## config.mk

```make
export PLATFORM = sky130hd
export DESIGN_NAME = dsp_ctrl_pipe
export DESIGN_NICKNAME = d
export VERILOG_FILES = /design/src/rtl/dsp_ctrl_pipe.sv
export SDC_FILE = /design/constraint.sdc
export NUM_CORES = 1
export LEC_CHECK = 0
export BUFFER_PORTS_ARGS = -buffer_cell sky130_fd_sc_hd__buf_4
export CAP_MARGIN = 25
export CORE_AREA = 2 2 39 41
export DETAILED_ROUTE_END_ITERATION = 6
export DIE_AREA = 0 0 41 43
export PLACE_DENSITY = 0.51
export REMOVE_ABC_BUFFERS = 1
export SYNTH_ARGS = -nofsm -noshare
export SYNTH_HDL_FRONTEND = slang
export SYNTH_SLANG_ARGS = --single-unit
```

## constraint.sdc

```tcl
create_clock -name CLK -period 1 [get_ports CLK]
set_clock_uncertainty 0.2 [all_clocks]
set_input_delay 0.1 -clock CLK [delete_from_list [all_inputs] [get_ports CLK]]
set_output_delay 0.1 -clock CLK [all_outputs]
set_load 0.02 [all_outputs]
```

## src/rtl/dsp_ctrl_pipe.sv

```systemverilog
// Parametrised control-word pipeline for the DSP slice: configurable width/depth,
// per-stage valid, synchronous flush, and change/stability status.
module dsp_ctrl_pipe #(
  parameter int unsigned      WIDTH   = 3,
  parameter int unsigned      DEPTH   = 1,
  parameter logic [WIDTH-1:0] RST_VAL = '0
) (
  input  logic             CLK,
  input  logic             RSTCTRL,
  input  logic             CECTRL,
  input  logic             FLUSH,
  input  logic [WIDTH-1:0] CTRL_IN,
  input  logic             VALID_IN,
  output logic [WIDTH-1:0] CTRL_OUT,
  output logic             VALID_OUT,
  output logic             CHANGED,
  output logic             STABLE
);

  if (WIDTH == 0 || WIDTH > 32 || DEPTH > 4) begin : g_param_err
    $error("dsp_ctrl_pipe: WIDTH must be 1..32 and DEPTH 0..4");
  end

  if (DEPTH == 0) begin : g_bypass
    logic w_unused;
    assign w_unused  = &{1'b0, CLK, RSTCTRL, CECTRL, FLUSH};
    assign CTRL_OUT  = CTRL_IN;
    assign VALID_OUT = VALID_IN;
    assign STABLE    = VALID_IN;
    assign CHANGED   = 1'b0;
  end else begin : g_pipe
    logic [DEPTH-1:0][WIDTH-1:0] r_stage;
    logic [DEPTH-1:0]            r_vld;
    logic                        r_changed;
    logic [DEPTH-1:0][WIDTH-1:0] w_next_stage;
    logic [DEPTH-1:0]            w_next_vld;
    logic                        w_changed;
    logic                        w_stable;

    // Shifted contents if this edge is enabled; invalid words shift too.
    always_comb begin
      w_next_stage    = r_stage;
      w_next_vld      = r_vld;
      w_next_stage[0] = CTRL_IN;
      w_next_vld[0]   = VALID_IN;
      for (int i = 1; i < int'(DEPTH); i++) begin
        w_next_stage[i] = r_stage[i-1];
        w_next_vld[i]   = r_vld[i-1];
      end
      w_changed = r_vld[DEPTH-1] & w_next_vld[DEPTH-1] &
                  (w_next_stage[DEPTH-1] != r_stage[DEPTH-1]);
    end

    always_ff @(posedge CLK or posedge RSTCTRL) begin
      if (RSTCTRL) begin
        r_stage   <= {DEPTH{RST_VAL}};
        r_vld     <= '0;
        r_changed <= 1'b0;
      end else if (FLUSH) begin
        r_stage   <= {DEPTH{RST_VAL}};
        r_vld     <= '0;
        r_changed <= 1'b0;
      end else if (CECTRL) begin
        r_stage   <= w_next_stage;
        r_vld     <= w_next_vld;
        r_changed <= w_changed;
      end else begin
        r_changed <= 1'b0;
      end
    end

    // All stages valid and holding the same word.
    always_comb begin
      w_stable = &r_vld;
      for (int i = 1; i < int'(DEPTH); i++) begin
        if (r_stage[i] != r_stage[0]) w_stable = 1'b0;
      end
    end

    assign CTRL_OUT  = r_stage[DEPTH-1];
    assign VALID_OUT = r_vld[DEPTH-1];
    assign CHANGED   = r_changed;
    assign STABLE    = w_stable;
  end

endmodule

```

==> flow_metrics.py <==
metrics = {
    "grt": {
        "grt_use_met2": 0.0688,
        "overflow": 0,
        "grt_antenna_before_repair": 0,
        "grt_use_total": 0.0698,
        "grt_pass1_wl_um": 772,
        "grt_pass1_vias": 190,
        "met1_usage": 0.115,
        "grt_max_degree": 6,
        "grtUsageMet3": 0.0314,
        "grt_busiest_layer": "met1",
    },
    "sta": {
        "worst_pin_slew_ns": 0.196,
        "worst_slack_ns": -0.0913,
        "timing.fmax_ghz": 0.916,
        "rsz0062_at_grt": "yes",
        "finalHoldViolCount": 5,
        "setup-tns-final_ns": -0.608,
        "layout_min_cycle_time_ns": 1.09,
        "max_slew_margin": 0.869,
        "setup-violations-final": 10,
        "maxSlewViolCount": 0,
        "whs_ns": -0.147,
        "period_share": 1.09,
    },
    "detailed_routing": {
        "first_iter_violations": 1,
        "wl_per_cell_um": 10.4,
        "wirelength_um": 582,
        "ant_nets": 0,
        "via_per_inst": 4.11,
        "dr_total_vias": 230,
        "drc": 0,
        "drt_first_pass_iters": 2,
    },
    "synthesis": {
        "synth_area_sq_um": 244,
        "ys_seq_elements": 5,
        "synth_area_leaders": "dfrtp_1, mux2i_1, xnor2_1, nor2_1, buf_6",
        "ys_types": 9,
        "ys_seq_area_frac": 0.513,
        "yosys.area.top_type": "dfrtp_1",
        "yosys-top-cells-count": "dfrtp_1, mux2i_1, nor2_1, xnor2_1",
        "postSynthAreaPerCell_sq_um": 11.6,
        "syn-instance-count": 21,
        "yosysTopAreaCellShare": 0.513,
        "yosys.cell_count.top_type": "dfrtp_1",
        "synth_flop_cell": "dfrtp_1",
        "synth_enable_flop_cells": 0,
        "synth_warnings": 0,
        "synthArstFlopShare": 1.00,
    },
    "worst_setup_path": {
        "worstSetupPathType": "reg2out",
        "required_ns": 0.70,
        "crit_path_max_fanout": 3,
        "cp.arrival_ns": 0.79,
        "startpoint_type": "register",
        "critPathSlowestCell": "dfrtp_1",
        "cp-end-kind": "primary output",
        "cpLargestDelayFamily": "flip-flops",
        "worst-path-buf-inv": 1,
        "crit_chain": "buf_6",
        "cp_slowest_stage_delay_ns": 0.41,
    },
    "floorplanning": {
        "die_h_um": 43,
        "core-area_sq_um": 1380,
        "start_util": 0.176,
        "fp.dieArea_sq_um": 1760,
        "boundaryPins": 14,
        "die-width_um": 41,
        "row_count": 14,
    },
    "cts": {
        "cts_buffer_depth": 2,
        "cts_num_sinks": 5,
        "ctsHoldBuffers": 1,
        "clkTransAtPathRegs_ns": 0.05,
        "htree_levels": 1,
        "cts_buffers": 3,
        "cts_tree": "built",
        "clk_latency_ns": 0.24,
        "cts-root-buf": "clkbuf_4",
    },
    "finish": {
        "antenna_cells": 0,
        "nNetsFinal": 49,
        "fillers": 150,
        "area_growth_pct": 83.1,
        "drive_gt1_frac": 0.525,
    },
    "pwr": {
        "internal_power_mw": 0.441,
        "power_switching_mw": 0.149,
        "p_sw_frac": 0.252,
        "seq_power_share": 0.378,
        "comb_power_share": 0.223,
        "powerDensity_nw_per_um2": 1320,
        "p_leak_nw": 0.229,
        "irDropWorstVdd_mv": 0.493,
        "pwr-share-clk": 0.400,
    },
    "status": {
        "status": "finished, violations left",
        "failed_checks": "hold timing, setup timing",
    },
    "worst_hold_path": {
        "hp-class": "in2reg",
    },
    "placement": {
        "place_ws_ns": 0.0288,
        "gp_congestion": 0.658,
        "port_buffers": 13,
    },
    "flow_run": {
        "maxCapViolCount": 0,
    },
}
-- kinds of logic after synthesis --
logic type,Yosys count,synth area share
AO/OA/AOI/OAI,1,0.0257
XOR/XNOR,3,0.108
buffers and inverters,3,0.0923
flip-flops,5,0.513
multiplexers,4,0.164
AND/OR/NAND/NOR,5,0.0974
-- worst paths after layout --
kind                            slack, ns                       to  cells past startpoint                     from
worst max-delay path                -0.09                   STABLE                      1       STABLE$_DFFE_PP0P_
worst min-delay path                -0.15  CTRL_OUT[2]$_DFFE_PP0P_                      2                    FLUSH
worst max register to register      -0.09        CHANGED$_DFF_PP0_                      3  CTRL_OUT[0]$_DFFE_PP0P_
worst min register to register       0.39  CTRL_OUT[1]$_DFFE_PP0P_                      2  CTRL_OUT[1]$_DFFE_PP0P_
max in group asynchronous            0.31  CTRL_OUT[1]$_DFFE_PP0P_                      3                  RSTCTRL
min in group asynchronous            0.11       STABLE$_DFFE_PP0P_                      3                  RSTCTRL
-- flip-flops by register name, indices dropped and copies added, names as in the netlist --
signal,count
CHANGED,1
STABLE,1
CTRL_OUT,3
-- power groups by stage --
stage	logic (mW)	registers [mW]	clock network, mW
3_5_place_dp	0.0970	0.225	0
6_report	0.131	0.222	0.236
5_1_grt	0.143	0.224	0.253
2_1_floorplan	0.0291	0.239	0
4_1_cts	0.120	0.222	0.242
3_3_place_gp	0.0982	0.224	0
-- cell usage in the layout, fill, tap and decap left out --
master | synthesis | routed
xnor2_2 | 0 | 2
dlygate4sd3_1 | 0 | 1
mux2i_1 | 4 | 4
nor2_1 | 4 | 4
clkbuf_1 | 0 | 1
clkbuf_4 | 0 | 3
dfrtp_1 | 5 | 5
a31oi_1 | 1 | 1
inv_1 | 1 | 1
buf_4 | 1 | 8
xnor2_1 | 3 | 1
buf_6 | 1 | 8
nand4b_1 | 1 | 1
-- per-stage QoR --
stage | cell area [sq um] | total power [mW] | utilization | std cells
2_1_floorplan | 225 | 0.268 | - | 19
3_3_place_gp | 343 | 0.322 | 0.248 | 48
3_5_place_dp | 343 | 0.322 | 0.248 | 48
4_1_cts | 424 | 0.584 | 0.307 | 56
5_1_grt | 447 | 0.619 | 0.323 | 56
6_report | 447 | 0.589 | 0.323 | 56
-- area by class of cell --
class | count | area [sq um] | area share
multi-input cells | 13 | 111 | 0.249
flip-flops and latches | 5 | 125 | 0.280
repair buffers | 17 | 160 | 0.359
clock buffers | 4 | 26.3 | 0.0588
well taps | 16 | 20.0 | 0.0448
inverters | 1 | 3.75 | 0.00840
-- routing by layer --
layer,vias to the layer above,part of all wire
met2,13,0.41
li1,109,-
met5,-,0
met4,0,0
met1,108,0.47
met3,0,0.12
-- repair_timing --
| action | CTS | global route |
|---|---|---|
| endpoints found under the hold margin | 10 | 5 |
| gates resized for setup | 6 | 4 |
| endpoints found under the setup margin | 6 | 10 |
| setup buffers | 3 | 0 |
No activity file was read; power rests on OpenSTA's default activity.
